File: src/rtl/control_fsm_pkg.sv
// Shared definitions for the RV32I multi-cycle sequencer: opcodes, FSM states,
// datapath mux encodings and trap causes, used by the datapath and the bench.
package control_fsm_pkg;

  // insn[6:2] major opcodes
  localparam logic [4:0] OP_LOAD     = 5'b00000;
  localparam logic [4:0] OP_MISC_MEM = 5'b00011;
  localparam logic [4:0] OP_ALUIMM   = 5'b00100;
  localparam logic [4:0] OP_AUIPC    = 5'b00101;
  localparam logic [4:0] OP_STORE    = 5'b01000;
  localparam logic [4:0] OP_ALU      = 5'b01100;
  localparam logic [4:0] OP_LUI      = 5'b01101;
  localparam logic [4:0] OP_BRANCH   = 5'b11000;
  localparam logic [4:0] OP_JALR     = 5'b11001;
  localparam logic [4:0] OP_JAL      = 5'b11011;

  localparam logic [1:0] PC_SEL_PC4  = 2'd0;
  localparam logic [1:0] PC_SEL_REL  = 2'd1;
  localparam logic [1:0] PC_SEL_JALR = 2'd2;

  localparam logic [1:0] WB_SEL_ALU  = 2'd0;
  localparam logic [1:0] WB_SEL_LOAD = 2'd1;
  localparam logic [1:0] WB_SEL_PC4  = 2'd2;
  localparam logic [1:0] WB_SEL_IMM  = 2'd3;

  localparam logic [1:0] TRAP_ILLEGAL = 2'd0;
  localparam logic [1:0] TRAP_IMEM_TO = 2'd1;
  localparam logic [1:0] TRAP_DMEM_TO = 2'd2;

  typedef enum logic [2:0] {
    ST_FETCH, ST_DECODE, ST_EXEC, ST_MEM, ST_WB, ST_TRAP
  } state_e;

  typedef enum logic [3:0] {
    CLS_NONE, CLS_LUI, CLS_AUIPC, CLS_JAL, CLS_JALR, CLS_BRANCH,
    CLS_LOAD, CLS_STORE, CLS_ALUIMM, CLS_ALU, CLS_MISC_MEM
  } op_class_e;

  // CLS_NONE marks an opcode the core does not implement.
  function automatic op_class_e classify(input logic [4:0] op);
    case (op)
      OP_LUI:      return CLS_LUI;
      OP_AUIPC:    return CLS_AUIPC;
      OP_JAL:      return CLS_JAL;
      OP_JALR:     return CLS_JALR;
      OP_BRANCH:   return CLS_BRANCH;
      OP_LOAD:     return CLS_LOAD;
      OP_STORE:    return CLS_STORE;
      OP_ALUIMM:   return CLS_ALUIMM;
      OP_ALU:      return CLS_ALU;
      OP_MISC_MEM: return CLS_MISC_MEM;
      default:     return CLS_NONE;
    endcase
  endfunction

endpackage

File: src/rtl/control_fsm_if.sv
// Instruction/data memory request handshakes between the sequencer (master)
// and the memory ports (slave).
interface control_fsm_if;
  logic imem_req;
  logic imem_ack;
  logic dmem_req;
  logic dmem_we;
  logic dmem_ack;

  modport master (output imem_req, dmem_req, dmem_we, input imem_ack, dmem_ack);
  modport slave  (input imem_req, dmem_req, dmem_we, output imem_ack, dmem_ack);
endinterface

File: src/rtl/control_fsm_bus_wait_timer.sv
// Counts un-acknowledged bus wait cycles; expire flags the last allowed wait
// cycle so the sequencer can trap instead of waiting forever. TIMEOUT=0 disables.
module control_fsm_bus_wait_timer #(
  parameter int unsigned TIMEOUT = 16,
  parameter int unsigned TO_W    = 5
) (
  input  logic clk,
  input  logic rst,
  input  logic clear,
  input  logic count,
  output logic expire
);

  localparam logic [TO_W-1:0] LAST = TO_W'(TIMEOUT == 0 ? 0 : TIMEOUT - 1);

  logic [TO_W-1:0] cnt_q, cnt_d;

  always_comb begin
    // NOTE: default assignment first, so no branch can leave cnt_d unassigned and infer a latch.
    cnt_d = cnt_q;
    if (clear)      cnt_d = '0;
    else if (count) cnt_d = cnt_q + 1'b1;
  end

  always_ff @(posedge clk) begin
    // NOTE: non-blocking assignments so every flop samples pre-edge values.
    if (rst) cnt_q <= '0;
    else     cnt_q <= cnt_d;
  end

  assign expire = (TIMEOUT != 0) && count && (cnt_q == LAST);

endmodule

File: src/rtl/control_fsm.sv
// Multi-cycle RV32I sequencer: FETCH/DECODE/EXEC/MEM/WB with one instruction in
// flight, registered bus requests and a sticky trap on illegal insn or bus timeout.
module control_fsm
  import control_fsm_pkg::*;
#(
  parameter int unsigned TIMEOUT = 16,
  parameter int unsigned TO_W    = 5
) (
  input  logic         clk,
  input  logic         rst,
  input  logic [4:0]   opcode,
  input  logic         invalid,
  input  logic         br_taken,
  control_fsm_if.master bus,
  output logic         ir_we,
  output logic         pc_we,
  output logic [1:0]   pc_sel,
  output logic         alu_a_sel,
  output logic         alu_b_sel,
  output logic         rf_we,
  output logic [1:0]   wb_sel,
  output logic         retire,
  output logic         trap,
  output logic [1:0]   trap_cause
);

  state_e    state_q, state_d;
  op_class_e cls_q, cls_d;
  logic      imem_req_q, imem_req_d;
  logic      dmem_req_q, dmem_req_d;
  logic      dmem_we_q, dmem_we_d;
  logic      trap_q, trap_d;
  logic [1:0] trap_cause_q, trap_cause_d;

  logic acked, waiting, expire;

  // Acks only count while our own registered request is up.
  assign acked   = (imem_req_q & bus.imem_ack) | (dmem_req_q & bus.dmem_ack);
  assign waiting = (imem_req_q | dmem_req_q) & ~acked;

  control_fsm_bus_wait_timer #(.TIMEOUT(TIMEOUT), .TO_W(TO_W)) u_timer (
    .clk    (clk),
    .rst    (rst),
    .clear  (~waiting),
    .count  (waiting),
    .expire (expire)
  );

  always_comb begin
    state_d      = state_q;
    cls_d        = cls_q;
    trap_cause_d = trap_cause_q;
    unique case (state_q)
      ST_FETCH: if (imem_req_q) begin
        if (bus.imem_ack) state_d = ST_DECODE;
        else if (expire) begin
          state_d      = ST_TRAP;
          trap_cause_d = TRAP_IMEM_TO;
        end
      end
      ST_DECODE: begin
        cls_d = classify(opcode);
        if (invalid || cls_d == CLS_NONE) begin
          state_d      = ST_TRAP;
          trap_cause_d = TRAP_ILLEGAL;
        end else begin
          state_d = ST_EXEC;
        end
      end
      ST_EXEC: case (cls_q)
        CLS_BRANCH, CLS_MISC_MEM: state_d = ST_FETCH;
        CLS_LOAD, CLS_STORE:      state_d = ST_MEM;
        default:                  state_d = ST_WB;
      endcase
      ST_MEM: if (dmem_req_q) begin
        if (bus.dmem_ack) begin
          if (cls_q == CLS_STORE) state_d = ST_FETCH;
          else                    state_d = ST_WB;
        end else if (expire) begin
          state_d      = ST_TRAP;
          trap_cause_d = TRAP_DMEM_TO;
        end
      end
      ST_WB:   state_d = ST_FETCH;
      ST_TRAP: state_d = ST_TRAP;
      default: state_d = ST_FETCH;
    endcase
    imem_req_d = (state_d == ST_FETCH);
    dmem_req_d = (state_d == ST_MEM);
    dmem_we_d  = dmem_req_d && (cls_d == CLS_STORE);
    trap_d     = (state_d == ST_TRAP);
  end

  always_ff @(posedge clk) begin
    if (rst) begin
      state_q      <= ST_FETCH;
      cls_q        <= CLS_NONE;
      imem_req_q   <= 1'b0;
      dmem_req_q   <= 1'b0;
      dmem_we_q    <= 1'b0;
      trap_q       <= 1'b0;
      trap_cause_q <= TRAP_ILLEGAL;
    end else begin
      state_q      <= state_d;
      cls_q        <= cls_d;
      imem_req_q   <= imem_req_d;
      dmem_req_q   <= dmem_req_d;
      dmem_we_q    <= dmem_we_d;
      trap_q       <= trap_d;
      trap_cause_q <= trap_cause_d;
    end
  end

  assign bus.imem_req = imem_req_q;
  assign bus.dmem_req = dmem_req_q;
  assign bus.dmem_we  = dmem_we_q;
  assign trap         = trap_q;
  assign trap_cause   = trap_cause_q;

  // Selects stay put from EXEC through WB so the ALU result is stable at write-back.
  always_comb begin
    ir_we     = 1'b0;
    pc_we     = 1'b0;
    pc_sel    = PC_SEL_PC4;
    alu_a_sel = 1'b0;
    alu_b_sel = 1'b0;
    rf_we     = 1'b0;
    wb_sel    = WB_SEL_ALU;
    retire    = 1'b0;
    if (state_q inside {ST_EXEC, ST_MEM, ST_WB}) begin
      alu_a_sel = cls_q inside {CLS_AUIPC, CLS_JAL, CLS_BRANCH};
      alu_b_sel = cls_q inside {CLS_AUIPC, CLS_JAL, CLS_JALR, CLS_BRANCH,
                                CLS_LOAD, CLS_STORE, CLS_ALUIMM};
    end
    case (state_q)
      ST_FETCH: ir_we = imem_req_q & bus.imem_ack;
      ST_EXEC: if (cls_q inside {CLS_BRANCH, CLS_MISC_MEM}) begin
        pc_we  = 1'b1;
        retire = 1'b1;
        if (cls_q == CLS_BRANCH && br_taken) pc_sel = PC_SEL_REL;
      end
      ST_MEM: if (dmem_req_q && bus.dmem_ack && cls_q == CLS_STORE) begin
        pc_we  = 1'b1;
        retire = 1'b1;
      end
      ST_WB: begin
        rf_we  = 1'b1;
        pc_we  = 1'b1;
        retire = 1'b1;
        case (cls_q)
          CLS_LOAD: wb_sel = WB_SEL_LOAD;
          CLS_JAL:  begin wb_sel = WB_SEL_PC4; pc_sel = PC_SEL_REL;  end
          CLS_JALR: begin wb_sel = WB_SEL_PC4; pc_sel = PC_SEL_JALR; end
          CLS_LUI:  wb_sel = WB_SEL_IMM;
          default:  ;
        endcase
      end
      default: ;
    endcase
  end

endmodule
File: src/flat_wrapper.sv
// flat-port wrapper written by rule: the top's interface ports become plain ports
module control_fsm_flat import control_fsm_pkg::*;
#(
  parameter int unsigned TIMEOUT = 16,
  parameter int unsigned TO_W    = 5
)
  (clk, rst, opcode, invalid, br_taken, ir_we, pc_we, pc_sel, alu_a_sel, alu_b_sel, rf_we, wb_sel, retire, trap, trap_cause, bus_imem_req, bus_dmem_req, bus_dmem_we, bus_imem_ack, bus_dmem_ack);
  control_fsm_if bus_i ();
  input  logic clk;
  input  logic rst;
  input  logic [4:0] opcode;
  input  logic invalid;
  input  logic br_taken;
  output logic ir_we;
  output logic pc_we;
  output logic [1:0] pc_sel;
  output logic alu_a_sel;
  output logic alu_b_sel;
  output logic rf_we;
  output logic [1:0] wb_sel;
  output logic retire;
  output logic trap;
  output logic [1:0] trap_cause;
  output wire logic [$bits(bus_i.imem_req)-1:0] bus_imem_req;
  output wire logic [$bits(bus_i.dmem_req)-1:0] bus_dmem_req;
  output wire logic [$bits(bus_i.dmem_we)-1:0] bus_dmem_we;
  input wire logic [$bits(bus_i.imem_ack)-1:0] bus_imem_ack;
  input wire logic [$bits(bus_i.dmem_ack)-1:0] bus_dmem_ack;
  assign bus_imem_req = bus_i.imem_req;
  assign bus_dmem_req = bus_i.dmem_req;
  assign bus_dmem_we = bus_i.dmem_we;
  assign bus_i.imem_ack = bus_imem_ack;
  assign bus_i.dmem_ack = bus_dmem_ack;
  control_fsm #(.TIMEOUT(TIMEOUT), .TO_W(TO_W)) u_core (.clk(clk), .rst(rst), .opcode(opcode), .invalid(invalid), .br_taken(br_taken), .bus(bus_i), .ir_we(ir_we), .pc_we(pc_we), .pc_sel(pc_sel), .alu_a_sel(alu_a_sel), .alu_b_sel(alu_b_sel), .rf_we(rf_we), .wb_sel(wb_sel), .retire(retire), .trap(trap), .trap_cause(trap_cause));
endmodule
File: config.mk
export PLATFORM = sky130hd
export DESIGN_NAME = control_fsm_flat
export DESIGN_NICKNAME = d
export VERILOG_FILES = /design/src/rtl/control_fsm_pkg.sv /design/src/rtl/control_fsm_if.sv /design/src/rtl/control_fsm_bus_wait_timer.sv /design/src/rtl/control_fsm.sv /design/src/flat_wrapper.sv
export SDC_FILE = /design/constraint.sdc
export NUM_CORES = 1
export LEC_CHECK = 0
export CORE_AREA = 2 2 66 53
export DETAILED_ROUTE_END_ITERATION = 6
export DIE_AREA = 0 0 68 55
export MAX_ROUTING_LAYER = met4
export PLACE_DENSITY = 0.79
export SYNTH_ARGS = -nofsm -noshare
export SYNTH_HDL_FRONTEND = slang
export SYNTH_HIERARCHICAL = 1
export SYNTH_SLANG_ARGS = --single-unit
export TNS_END_PERCENT = 50
File: constraint.sdc
create_clock -name clk -period 5.8 [get_ports clk]
set_input_delay 1.16 -clock clk [delete_from_list [all_inputs] [get_ports clk]]
set_output_delay 1.16 -clock clk [all_outputs]
set_load 0.005 [all_outputs]
[Word-level counts from Yosys, hierarchy flattened]
Memories as Yosys holds them, arrays and structs flattened.
Cells that the tools add are included.
Storage, ports and cells
  memories kept: 1
  input bits: 11
  register bits: 18
  output and inout bits: 16
  logic and storage cells: 93
  memory bits (read-only): 128
Memories
  (name not given): depth 32, bits a word 4, rd ports 1, clocked after Yosys merged registers in 0, write ports 0, RTL line control_fsm_pkg.sv:41  | case (op)
Operators by class
  equality and inequality tests: 25
  bitwise gates (word level): 7
  reductions and logical operators: 19
  muxes and demuxes: 32
  add/sub/neg operators: 1
Operator list (number)
  $mux 3: 7
  $eq 4x3->1 const B: 5
  $mux 2: 9
  $pmux 3 s5: 1
  $pmux 2 s3: 2
  $ne 2x1->1 const B: 5
  $eq 3x2->1 const B: 3
  $eq 3x3->1 const B: 3
  $reduce_bool 3->1: 3
  $eq 4x2->1 const B: 2
  $eq 4x4->1 const B: 2
  $mux 4: 2
  $pmux 2 s2: 2
  $reduce_and 8->1: 1
  $reduce_or 2->1: 4
  $mux 1: 7
  $reduce_bool 7->1: 1
  $logic_not 3->1: 2
  $pmux 3 s2: 1
  $add 5x1->5 const B: 1
  $eq 5x4->1 const B: 1
  $logic_and 1x1->1: 5
  $eq 4x1->1 const B: 1
  $logic_not 4->1: 1
  other kinds (8): 13

[Logic depth before layout (Yosys ltp)]
  depth after elaboration: 11
  mapped depth: 11
  depth with buffers taken out: 10

[Cells and area by module]
Netlist, hierarchy kept.
By module, submodules not included
  control_fsm: cells an instance 149, times used 1, area each 1109.8 µm²
  control_fsm_bus_wait_timer: cells an instance 24, times used 1, area each 280.3 µm²

[Worst setup path before layout]
No wires, ideal clock.
  kind: input -> output
  start: input bus_dmem_ack
  end: output retire
  buffers on the path: 1
  slack: 2782 ps
  required time: 4640 ps
  cell stages on the path: 5
  data arrival time: 1858 ps
  cells stage by stage: nand3_1 -> o21ai_0 -> o31ai_1 -> o21ai_0 -> buf_4
On the way
  longest elaborated chain between the ends: 4
RTL lines
  from (decl): RTL line flat_wrapper.sv:28  | input wire logic [$bits(bus_i.dmem_ack)-1:0] bus_dmem_ack;
  $logic_and 1x1->1 (2 in a row): RTL line control_fsm.sv:142  | ST_MEM: if (dmem_req_q && bus.dmem_ack && cls_q == CLS_STORE) begin
  $mux 1
  $pmux 1 s3
  to (decl): RTL line flat_wrapper.sv:21  | output logic retire;
No other way between the ends.

[Worst setup path in the final report]
  start: input bus_dmem_ack
  end: output pc_we
On the way
  longest elaborated chain between the ends: 4
RTL lines
  $logic_and 1x1->1 (2 in a row): RTL line control_fsm.sv:142
  $mux 1: RTL line control_fsm.sv:142
  $pmux 1 s3: RTL line control_fsm.sv:135  | case (state_q)
  to (decl): RTL line flat_wrapper.sv:15  | output logic pc_we;
No other way between the ends.

==> reports/qor.txt <==
==================================================================================
Status .............................................................. complete, no violations
Number of pins with negative max-slew slack in the final report .....            0
Post-synthesis adder-cell area fraction .............................        4.50%
Number of failing setup endpoints in the final timing report ........            0
Buffers from clock root to sink, at most ............................            2
Fraction of layout instances using a drive strength above 1 .........        7.41%
Root Driver .........................................................     clkbuf_8
Horizontal extent of the die ........................................        68 um
Standard-cell rows ..................................................           18
Post-synthesis net count ............................................          189
Worst flop-to-flop path startpoint .................................. u_core/bus.imem_req
Worst clock skew on the final layout ................................   0.00371 ns
Number of global-route vias before repair ...........................         1148
Worst r2r dst ....................................................... u_core/bus.dmem_we
Type of the setup path with the least slack .........................       in2out
Gate Count Post-Synth ...............................................          173
DRC marker count from the first detailed-route iteration ............          143
Number of different library cells in the post-synthesis netlist .....           55
Complex-gate fraction of the synthesized area .......................        24.9%
Setup repair after global routing missed its margin .................           no
Congestion Overflow GR ..............................................            0
Share of synthesized flip-flops with an asynchronous set or reset ...           0%
Share of the cycle needed by the critical path after routing ........        69.7%
Post-synthesis area per instance ....................................   8.04 sq um
R2r worst-path depth ................................................            9
CP arrival ..........................................................      2.88 ns
Placer Congestion ...................................................        0.859
Worst setup SP type .................................................    input pin
Maximum fanout along the worst path .................................            4
Maximum Capacitance Violations ......................................            0
Total power per unit cell area ......................................  187 nW/um^2
Post-Layout Inst Area ...............................................   1670 sq um
Multiplexer share of the synthesized area ...........................        4.32%
Worst hold slack ....................................................     0.516 ns
Buffers on Ports ....................................................           26
Maximum clock frequency .............................................      247 MHz
Number of antenna violations at the first check in global routing ...            0
Maximum number of pins on one net before global-route repair ........           20
EDFF count, synth ...................................................            0
Least setup slack across all paths after layout .....................      1.76 ns
Post-route ant nets .................................................            0
Routed wire length per instance .....................................      12.6 um
Count of placed standard cells including taps .......................          225
Setup fix buffers added after clock tree synthesis ..................            0
Xor-xnor portion of the synthesized cell area .......................       0.630%
Depth of the worst hold-timing path .................................            2
Min Tclk post-route .................................................      4.04 ns
H-tree levels .......................................................            1
Clock tree from TritonCTS ...........................................         done
Post-synthesis cell area ............................................   1390 sq um
Total routing usage reported by global routing ......................        18.0%
Share of the yosys chip area belonging to registers .................        25.9%
Hold Crit Start ..................................................... u_core/u_timer/cnt_q[4]
Total number of yosys warnings ......................................            6
Vias after detailed routing .........................................         1254
Source-to-sink clock delay at the later pin of the worst-skew pair ..      0.26 ns
Transition time at the pin with the least slew margin ...............     0.700 ns
Main combinational cell family by area after synthesis .............. simple AND/OR/NAND/NOR gates
First drt pass iteration count ......................................            4
TritonCTS Sinks .....................................................           18
Hold endpoint ....................................................... u_core/u_timer/cnt_q[4]
Hold bufs inserted after CTS ........................................            0
Die Span Y ..........................................................        55 um
Total Power .........................................................     0.311 mW
Leading register cell type out of synthesis .........................      dfxtp_1
Wire length of the first global-routing pass ........................      4970 um
Sum of negative setup slack .........................................         0 ns
Simple-gate portion of the synthesized area .........................        30.6%
Required time at the endpoint of the critical path ..................      4.64 ns
Drc violations ......................................................            0
CP Capture Type .....................................................  output port
Number of buffers created by CTS ....................................            3
Flip-flop and latch count after synthesis ...........................           18
Net total in the final layout .......................................          206
Chain of cells forming the critical path ............................ clkdlybuf4s50_1, nand3_1, o21ai_0, o31ai_1, o21ai_0, clkdlybuf4s50_1
Floorplan core area .................................................   3110 sq um
Total count of hold-check failures in the final report ..............            0
Effective utilization at floorplan ..................................        44.7%
I/O pin cnt .........................................................           27
Die area ............................................................   3740 sq um
Register clock-pin slew on the reported worst setup and hold paths ..      0.07 ns
Tightest slew margin relative to the limit ..........................        53.2%
Footprint of the multi-input gates ..................................    903 sq um
DR vias/cell ........................................................         5.48
Number of standard cells in the layout, taps in and fillers out .....          229
Placed cell area ....................................................   1610 sq um
Maximum single-stage delay on the critical path .....................      0.56 ns
Post_cts resized ....................................................            0
Worst slack after detailed placement ................................      1.78 ns
Most common library cell in the layout ignoring fill and taps ....... clkdlybuf4s50_1
FF/Latch Area .......................................................    360 sq um
Top library cells by usage in the layout, fill and taps aside ....... clkdlybuf4s50_1, nor2_1, dfxtp_1, a21oi_1
Antenna diode instance count ........................................            0
Total routed wirelength .............................................      2880 um
Count of fill cells added during filler insertion ...................          312
Signed area change from the synthesized netlist to the final layout .        19.9%
Utilization of the core after routing ...............................        53.6%
HPWL reported at the end of detailed placement ......................      2110 um
Max rail drop VDD ...................................................    0.0904 mV
Internal reg-to-reg setup slack .....................................      3.45 ns
Leakage dissipation .................................................     0.593 nW
Worst hold path type ................................................      reg2reg
Worst path slowest cell ............................................. clkdlybuf4s50_1
==================================================================================
sequential cells by signal (all words and copies together) (netlist names):
| signal | count |
|---|---|
| u_core/bus.dmem_req | 1 |
| u_core/bus.dmem_we | 1 |
| u_core/bus.imem_req | 1 |
| u_core/cls_q | 4 |
| u_core/state_q | 3 |
| u_core/trap | 1 |
| u_core/trap_cause | 2 |
| u_core/u_timer/cnt_q | 5 |
cells in the mapped netlist, types with 2 or more instances:
library cell,instances,area (sq um)
a311oi_1,2,17.5
nor2_1,20,75.1
o21a_1,3,22.5
o22ai_1,2,12.5
nand2_1,10,37.5
or2_1,3,18.8
buf_4,3,22.5
inv_1,10,37.5
nor4_1,2,12.5
a21oi_1,13,65.1
buf_2,2,10.0
clkbuf_1,6,22.5
o21ai_1,2,10.0
nor3b_1,4,30.0
mux2_4,2,30.0
o211ai_1,2,15.0
ha_1,5,62.6
nor3_1,5,25.0
and2_1,2,12.5
and3_1,3,18.8
a211oi_1,2,15.0
nand3b_1,2,15.0
buf_6,3,33.8
nor2b_1,5,31.3
nand2b_1,7,43.8
nand4b_1,2,17.5
mux2i_1,3,30.0
dfxtp_1,18,360
o21ai_0,4,20.0
how the worst max path moves through the flow:
stage	from	endpoint	slack, ns	cells after the start
final	bus_dmem_ack	pc_we	1.76	6
after global placement	bus_dmem_ack	pc_we	1.75	6
after detailed placement	bus_dmem_ack	pc_we	1.78	6
after CTS	bus_dmem_ack	pc_we	1.76	6
after global routing	bus_dmem_ack	pc_we	1.59	6
after floorplan	bus_dmem_ack	retire	2.78	5
worst max-delay path, delay by kind of cell:
kind	cells	cell delay (ns)
buffers and inverters	2	1.08
AOI/OAI and AO/OA	3	0.53
and+or+nand+nor	1	0.11
area by class of cell:
class	count	share of cell area (%)
multi-input combinational	131	54.2
inverter	10	2.25
tap	40	3.00
sequential	18	21.6
clock buffer	4	3.30
timing repair buffer	26	15.6
where the power goes:
part / switching [mW] / internal, mW / leakage, nW
Clock: 0.0420 / 0.0604 / 0.0288
Sequential: 0.0101 / 0.128 / 0.146
Combinational: 0.0364 / 0.0338 / 0.418
per-layer routing:
metal	part of all wire (%)	GRT usage [%]	vias up
met1	51	23.4	560
met4	1.5	7.00	0
li1	-	-	658
met5	0	-	-
met2	43	28.2	31
met3	4.7	3.04	5
logic make-up (layout without fill, tap and decap cells):
kind of cell | count (synthesis) | after routing
mux | 5 | 5
fa+ha+maj | 5 | 5
compound gates | 46 | 46
buf+inv | 24 | 40
flops | 18 | 18
simple gates | 74 | 74
xor+xnor | 1 | 1
No activity file was read; power rests on OpenSTA's default activity.
